**config.mk**
```make
export PLATFORM = sky130hd
export DESIGN_NAME = bht_update_queue
export DESIGN_NICKNAME = d
export VERILOG_FILES = /design/src/rtl/bht_update_queue.sv
export SDC_FILE = /design/constraint.sdc
export NUM_CORES = 1
export LEC_CHECK = 0
export ABC_AREA = 0
export CORE_AREA = 3 3 144 180
export CTS_CLUSTER_DIAMETER = 30
export DETAILED_ROUTE_END_ITERATION = 12
export DIE_AREA = 0 0 147 183
export GPL_TIMING_DRIVEN = 0
export SYNTH_ARGS = -nofsm -noshare
export SYNTH_HDL_FRONTEND = slang
export SYNTH_SLANG_ARGS = --single-unit
```
**constraint.sdc**
```tcl
create_clock -name clock -period 7 [get_ports clock]
set_input_delay 0.7 -clock clock [delete_from_list [all_inputs] [get_ports clock]]
set_output_delay 0.7 -clock clock [all_outputs]
set_load 0.1 [all_outputs]
```
**src/rtl/bht_update_queue.sv**
```systemverilog
// ---------------------------------------------------------------------------
// bht_update_queue
//
// Commit-side writer for the local branch history table. Retire hands over
// up to two resolved conditional-branch outcomes per cycle, in program order
// (cm0 older than cm1). They are buffered in a circular FIFO. The FIFO drains
// one outcome per cycle onto the history table's single write port.
//
// Same-index updates are never merged. Each buffered outcome produces its
// own shift-in pulse, in strict push order.
//
// Ports:
//   clock              core clock; all state updates on the rising edge
//   reset              synchronous active-high reset; discards pending entries
//   cm0_valid_i        older retiring branch valid
//   cm0_index_i        older branch history-table index
//   cm0_brdir_i        older branch direction (1 = taken)
//   cm1_valid_i        younger retiring branch valid
//   cm1_index_i        younger branch history-table index
//   cm1_brdir_i        younger branch direction
//   cm_ready_o         two free slots available; pushes are ignored otherwise
//   wt_stall_i         history-table write port busy; holds the head entry
//   bht_wt_index_o     history-table write index (holds between updates)
//   bht_cm_brdir_o     direction to shift in (holds between updates)
//   bht_cm_brdir_se_o  shift-in enable, one-cycle pulse per update
//   count_o            current FIFO occupancy
//   idle_o             FIFO empty and no update pulse on the output
// ---------------------------------------------------------------------------
module bht_update_queue #(
   parameter int unsigned IDXW  = 10,
   parameter int unsigned DEPTH = 8
) (
   input  logic                     clock,
   input  logic                     reset,
   input  logic                     cm0_valid_i,
   input  logic [IDXW-1:0]          cm0_index_i,
   input  logic                     cm0_brdir_i,
   input  logic                     cm1_valid_i,
   input  logic [IDXW-1:0]          cm1_index_i,
   input  logic                     cm1_brdir_i,
   output logic                     cm_ready_o,
   input  logic                     wt_stall_i,
   output logic [IDXW-1:0]          bht_wt_index_o,
   output logic                     bht_cm_brdir_o,
   output logic                     bht_cm_brdir_se_o,
   output logic [$clog2(DEPTH):0]   count_o,
   output logic                     idle_o
);

   localparam int unsigned PW = $clog2(DEPTH);
   localparam int unsigned CW = PW + 1;
   // Two slots free <=> count <= DEPTH-2.
   localparam logic [CW-1:0] READY_MAX = CW'(DEPTH - 2);

   // Entry storage. It is not reset: only the pointers and count define
   // which slots hold live entries.
   logic [IDXW-1:0] idx_mem [DEPTH];
   logic            dir_mem [DEPTH];

   logic [PW-1:0]   wptr_q;
   logic [PW-1:0]   rptr_q;
   logic [CW-1:0]   count_q;
   logic [PW-1:0]   wptr_d;
   logic [PW-1:0]   rptr_d;
   logic [CW-1:0]   count_d;

   logic            ready;
   logic            push0;
   logic            push1;
   logic            pop;
   logic [PW-1:0]   wslot1;
   logic [CW-1:0]   push_cnt;

   logic [IDXW-1:0] out_idx_q;
   logic            out_dir_q;
   logic            out_se_q;

   // -------------------------------------------------------------------
   // Push / pop decisions and next-state pointers
   // -------------------------------------------------------------------
   always_comb begin
      ready    = (count_q <= READY_MAX);
      push0    = ready & cm0_valid_i;
      push1    = ready & cm1_valid_i;
      // Pop uses the pre-push count. A freshly pushed entry therefore cannot
      // leave in the same cycle, so there is no bypass path.
      pop      = (count_q != '0) & ~wt_stall_i;
      // cm1 lands right after cm0 when both push, else at the write pointer.
      wslot1   = push0 ? (wptr_q + PW'(1)) : wptr_q;
      push_cnt = CW'(push0) + CW'(push1);
      count_d  = count_q + push_cnt - CW'(pop);
      wptr_d   = wptr_q + PW'(push_cnt);
      rptr_d   = rptr_q + PW'(pop);
   end

   // -------------------------------------------------------------------
   // Pointer, count and output registers
   // -------------------------------------------------------------------
   always_ff @(posedge clock) begin
      if (reset) begin
         wptr_q    <= '0;
         rptr_q    <= '0;
         count_q   <= '0;
         out_idx_q <= '0;
         out_dir_q <= 1'b0;
         out_se_q  <= 1'b0;
      end else begin
         wptr_q   <= wptr_d;
         rptr_q   <= rptr_d;
         count_q  <= count_d;
         out_se_q <= pop;
         if (pop) begin
            out_idx_q <= idx_mem[rptr_q];
            out_dir_q <= dir_mem[rptr_q];
         end
      end
   end

   // -------------------------------------------------------------------
   // Entry storage writes
   // -------------------------------------------------------------------
   // Pushes only target free slots (ready guarantees two of them). The read
   // of the head slot above therefore never collides with a write.
   always_ff @(posedge clock) begin
      if (!reset) begin
         if (push0) begin
            idx_mem[wptr_q] <= cm0_index_i;
            dir_mem[wptr_q] <= cm0_brdir_i;
         end
         if (push1) begin
            idx_mem[wslot1] <= cm1_index_i;
            dir_mem[wslot1] <= cm1_brdir_i;
         end
      end
   end

   // -------------------------------------------------------------------
   // Outputs
   // -------------------------------------------------------------------
   assign cm_ready_o        = ready;
   assign bht_wt_index_o    = out_idx_q;
   assign bht_cm_brdir_o    = out_dir_q;
   assign bht_cm_brdir_se_o = out_se_q;
   assign count_o           = count_q;
   assign idle_o            = (count_q == '0) & ~out_se_q;

endmodule

```
# After elaboration in Yosys (flattened, before gate mapping)

Memories as Yosys holds them, arrays and structs flattened. A register that Yosys moved wholly into a read port is not among the register bits.
Cells that the tools add are included.

RAM bits: 88
Latch bits: 0
Register bits: 11
Word-level logic and storage cells: 28
Memories: 2
ROM bits: 0

Magnitude comparators: 1
Multipliers: 0
Equality and inequality tests: 0
$add $sub $neg: 6
Reduce and logical (&&, ||, !) cells: 2
Bitwise gates (word level): 6
Mux-type cells: 7
Div/mod/pow operators: 0
Shift operators: 0

Memory list:

| memory  | depth | width | rd ports | clocked after memory_dff | wr ports | line | source |
|---|---|---|---|---|---|---|---|
| idx_mem | 8     | 10    | 1        | 1                        | 2        | 57   | `logic [IDXW-1:0] idx_mem [DEPTH];` |
| dir_mem | 8     | 1     | 1        | 1                        | 2        | 58   | `logic dir_mem [DEPTH];` |

Operators by type and width:

| cell                                                                             | number |
|---|---|
| 1-bit 2-to-1 mux                                                                 | 6 |
| 4-bit by 2-bit adder with 4-bit output                                           | 1 |
| 1-bit AND                                                                        | 4 |
| 4-bit by 3-bit less-or-equal comparator with 1-bit output, second input constant | 1 |
| 4-bit logical NOT                                                                | 1 |
| 4-bit nonzero test                                                               | 1 |
| 4-bit by 1-bit subtractor with 4-bit output                                      | 1 |
| 3-bit by 1-bit adder with 3-bit output                                           | 1 |
| 3-bit by 1-bit adder with 3-bit output, second input constant                    | 1 |
| 3-bit by 2-bit adder with 3-bit output                                           | 1 |
| 3-bit 2-to-1 mux                                                                 | 1 |
| 1-bit by 1-bit adder with 2-bit output                                           | 1 |
| 1-bit NOT                                                                        | 2 |

# Depth between registers and ports, before layout

Depth after elaboration: 5
Mapped depth: 15
Gate-level depth less buffers: 14

# Worst setup path before layout

No wires, ideal clock.

Kind: register -> output
Start point: register count_q[3], in the netlist count_o[3]
End point: output cm_ready_o
Arrival time: 2949 ps
Required time: 6300 ps
Cell stages (with the launch flop): 6
Path slack: 3351 ps
Cell sequence: dfxtp_1 > inv_1 > ha_1 > and3_4 > buf_6 > nor2_1

Word-level cells in the longest chain between the ends: 1

Ends and longest elaborated chain:

| element                                                   | line | source |
|---|---|---|
| start, declared                                           | 62   | `logic [CW-1:0] count_q;` |
| start signal, assigned                                    | 110  | `count_q <= count_d;` |
| 4-bit by 3-bit less-or-equal comparator with 1-bit output | 82   | `ready = (count_q <= READY_MAX);` |
| end, declared                                             | 41   | `output logic cm_ready_o,` |

No other way between the ends.

# Final worst setup path

Same ends and word-level chain as after synthesis.

==> flow_summary_export.csv <==
group,metric,value,unit
cts,worst_skew_pair.late_latency,350,ps
pwr,power_per_standard_cell_area,326.0,mW/mm2
pwr,power.sequential.fraction,36.8,%
place,io_buffers,43,
layout,antenna-diode-count,0,
sta,timing.final.crit_share,47.19,%
floorplan,floorplan.die.width,147,um
synth,ys.flop_type,"sky130_fd_sc_hd__edfxtp_1",
sta,grt_setup_unrepaired,"false",
layout,layout.cells.most_common,"sky130_fd_sc_hd__edfxtp_1",
floorplan,start_util,24.69,%
sta,setup_total_negative_slack,0,ps
worst_setup_path,cp_slowest_cell,"sky130_fd_sc_hd__clkdlybuf4s50_1",
worst_setup_path,critical-path-max-stage-delay,1140,ps
detailed_routing,initialDrtViolationCount,182,
cts,clock-root-buffer,"sky130_fd_sc_hd__clkbuf_16",
grt,initial_antenna_violation_count,0,
synth,synthesis.nets,419,
min_path,whs_path_cells,2,
worst_setup_path,endpoint_required_time_on_the_critical_path,6300,ps
place,post-place-ws,3496,ps
run,maxCapViolations,0,
synth,synth_area,0.006050,mm2
synth,synth-edff-count,88,
detailed_routing,finalWirelength,14480,um
synth,async_reset_ff_share,0,%
sta,timing_hold_violations_final,0,
synth,synthesis.instances,378,
cts,cts_tree,"done",
pwr,switchingPower,0.0009288,W
pwr,clock_power_share,21.0,%
synth,main_combinational_cell_family_by_area_after_synthesis,"multiplexers",
detailed_routing,routedWlPerCell,18.83,um
synth,synthMuxAreaShare,29.74,%
synth,sequential_area_share_after_synthesis,50.96,%
layout,finalInstanceArea,0.007219,mm2
sta,layout_min_cycle_time,3304,ps
worst_setup_path,startpoint_type,"register",
layout,filler_cell_count,2488,
sta,final_slew_viol_count,0,
min_path,hp-class,"reg -> reg",
grt,grt_overflow_total,0,
pwr,power.leakage,2.402,nW
sta,max_slew.worst_pin.slew,986.8,ps
cts,post_cts_resized,0,
detailed_routing,drt_pass1_iterations,4,
synth,synthSimpleGateAreaFrac,5.357,%
pwr,switching_share,39.46,%
cts,clock_tree.htree_level_count,3,
floorplan,ios,45,
detailed_routing,viasPerCell,4.467,
layout,drive_gt1_share,28.93,%
floorplan,placement_rows,64,
place,gp_congestion,0.7805,
layout,layout_common_cells,"88 x sky130_fd_sc_hd__edfxtp_1, 54 x sky130_fd_sc_hd__mux2_4, 43 x sky130_fd_sc_hd__clkdlybuf4s50_1",
worst_setup_path,crit_path_max_fanout,10,
pwr,cell_internal_pwr,0.001425,W
pwr,totalPowerFinal,0.002354,W
cts,cts_made_buffers,9,
worst_setup_path,rr_worst_depth,8,
synth,synthXorXnorAreaFrac,0.8687,%
grt,grt_max_degree,20,
pwr,p_comb_share,42.3,%
synth,syn-mean-instance-area,16.00,um2
pwr,vdd_drop_max,0.1494,mV
layout,area.growth.synth_to_final,19.34,%
floorplan,chipHeight,183,um
synth,number_of_distinct_library_cells_after_synthesis,43,
layout,num-nets-final,475,
grt,grt_first_pass_wirelength,22100,um
sta,timing.final.ws_setup,3696,ps
grt,global_route.usage.total,10.92,%
place,hpwlAfterDp,10010,um
worst_setup_path,arrival,2600,ps
detailed_routing,antenna_left,0,
sta,setup_viol,0,
synth,synth_compound_area_share,5.895,%
floorplan,core_area,0.02450,mm2
worst_setup_path,worst-setup-path-type,"reg -> out",
cts,clock_sinks,110,
cts,number_of_buffers_added_for_setup_after_cts,0,
sta,timing.hold.ws,504.2,ps
sta,clock.fmax,302.7,MHz
worst_setup_path,path_cells,"inv_1, ha_1, and3_4, buf_6, nor2_1, clkdlybuf4s50_1",
status,run_status,"complete, no violations",
detailed_routing,route.vias.total,3435,
grt,via_count_of_the_first_global_routing_pass,3672,
worst_setup_path,endpoint_kind,"output port",
cts,post_cts_hold_buffer_count,0,
cts,clkTransAtPathRegs,80,ps
floorplan,floorplan.die_area,0.02690,mm2
synth,yosys_register_bits,110,
synth,synth_fa_ha_area_share,3.144,%
detailed_routing,drcViolationCount,0,
cts,cts.path.max_buffers,2,
place,postPlaceCellArea,0.006900,mm2
synth,yosys_warnings,0,
sta,max_slew_margin,34.00,%
sta,worst_clock_skew,7.035,ps
-- metal layers --
| layer | up-vias | track usage (%) | share of wire (%) | wire length [um] |
|---|---|---|---|---|
| met3 | 13 | 2.076 | 4.6 | 667 |
| met2 | 88 | 20.47 | 54 | 7763 |
| met4 | 0 | 2.984 | 1.5 | 215 |
| met5 | - | 0 | 0 | 0 |
| met1 | 1737 | 12.71 | 40 | 5835 |
| li1 | 1597 | - | - | - |
-- power groups by stage --
stage | combinational, W | sequential [W] | clock, W
6_report | 0.000995 | 0.000865 | 0.000493
2_1_floorplan | 0.000544 | 0.00108 | 0
4_1_cts | 0.00100 | 0.000868 | 0.000503
3_3_place_gp | 0.000981 | 0.000878 | 0
5_1_grt | 0.00107 | 0.000878 | 0.000527
3_5_place_dp | 0.00100 | 0.000883 | 0
-- final timing paths --
path                                                     start                             end  slack (ps)
worst min register to register  bht_wt_index_o[1]$_SDFFE_PP0P_  bht_wt_index_o[1]$_SDFFE_PP0P_         500
worst max-delay path                     count_o[3]$_SDFF_PP0_                      cm_ready_o        3700
worst max register to register           count_o[3]$_SDFF_PP0_         idx_mem[7][8]$_DFFE_PP_        3890
worst min-delay path            bht_wt_index_o[1]$_SDFFE_PP0P_  bht_wt_index_o[1]$_SDFFE_PP0P_         500
-- cell families (layout without fill, tap and decap cells) --
family	Yosys count	after routing
fa+ha+maj	14	14
compound gates	35	35
flops	110	110
buf+inv	35	96
xor+xnor	6	6
mux	121	121
simple gates	57	57
-- cells in the mapped netlist, types with 2 or more instances --
| master | n | share of area, % |
|---|---|---|
| sky130_fd_sc_hd__clkbuf_1 | 6 | 0.37 |
| sky130_fd_sc_hd__a211oi_1 | 11 | 1.4 |
| sky130_fd_sc_hd__edfxtp_1 | 88 | 44 |
| sky130_fd_sc_hd__a31oi_4 | 6 | 2.1 |
| sky130_fd_sc_hd__buf_1 | 2 | 0.12 |
| sky130_fd_sc_hd__nand2b_1 | 6 | 0.62 |
| sky130_fd_sc_hd__o21ai_1 | 2 | 0.17 |
| sky130_fd_sc_hd__xor2_1 | 3 | 0.43 |
| sky130_fd_sc_hd__xnor2_1 | 3 | 0.43 |
| sky130_fd_sc_hd__fa_1 | 2 | 0.66 |
| sky130_fd_sc_hd__a311o_1 | 2 | 0.33 |
| sky130_fd_sc_hd__o21bai_1 | 6 | 0.74 |
| sky130_fd_sc_hd__mux4_2 | 22 | 8.2 |
| sky130_fd_sc_hd__mux2_1 | 34 | 6.3 |
| sky130_fd_sc_hd__buf_2 | 6 | 0.50 |
| sky130_fd_sc_hd__nand2_1 | 4 | 0.25 |
| sky130_fd_sc_hd__ha_1 | 12 | 2.5 |
| sky130_fd_sc_hd__dfxtp_1 | 22 | 7.3 |
| sky130_fd_sc_hd__inv_1 | 14 | 0.87 |
| sky130_fd_sc_hd__or3_1 | 2 | 0.21 |
| sky130_fd_sc_hd__o31ai_1 | 2 | 0.25 |
| sky130_fd_sc_hd__or4_4 | 4 | 0.74 |
| sky130_fd_sc_hd__nand3_1 | 2 | 0.17 |
| sky130_fd_sc_hd__mux2_4 | 54 | 13 |
| sky130_fd_sc_hd__nor2b_1 | 6 | 0.62 |
| sky130_fd_sc_hd__nor2_1 | 20 | 1.2 |
| sky130_fd_sc_hd__nand4_1 | 2 | 0.21 |
| sky130_fd_sc_hd__mux2i_1 | 11 | 1.8 |
| sky130_fd_sc_hd__nor4_1 | 4 | 0.41 |
| sky130_fd_sc_hd__nand4b_1 | 2 | 0.29 |
| sky130_fd_sc_hd__buf_12 | 6 | 2.0 |
-- sequential cells by signal (all words and copies together) (netlist names) --
name and count:
idx_mem 80, bht_wt_index_o 10, dir_mem 8, count_o 4, rptr_q 3, wptr_q 3
bht_cm_brdir_o 1, bht_cm_brdir_se_o 1
-- critical path: cells and delay by family, from the launching register on --
family	cells	cell delay (ps)
DFF	1	380
buffers and inverters	3	1350
adders and majority gates	1	240
and+or+nand+nor	2	290
-- through the flow --
step                      instances  utilization [%]
final                           769            29.46
after global routing            769            29.46
after CTS                       767            29.31
after detailed placement        751            28.16
after global placement          751            28.13
after floorplan                 378                -
-- final cells by class --
type	instances	area (um2)	share of cell area, %
well taps	330	412.9	5.719
plain buffers	21	191.4	2.652
flip-flops and latches	110	3083	42.70
clock inverters	7	56.30	0.7799
multi-input cells	233	2745	38.02
repair buffers	45	452.9	6.274
inverters	14	52.55	0.7279
clock buffers	9	225.2	3.120
(Power assumes the default switching activity.)
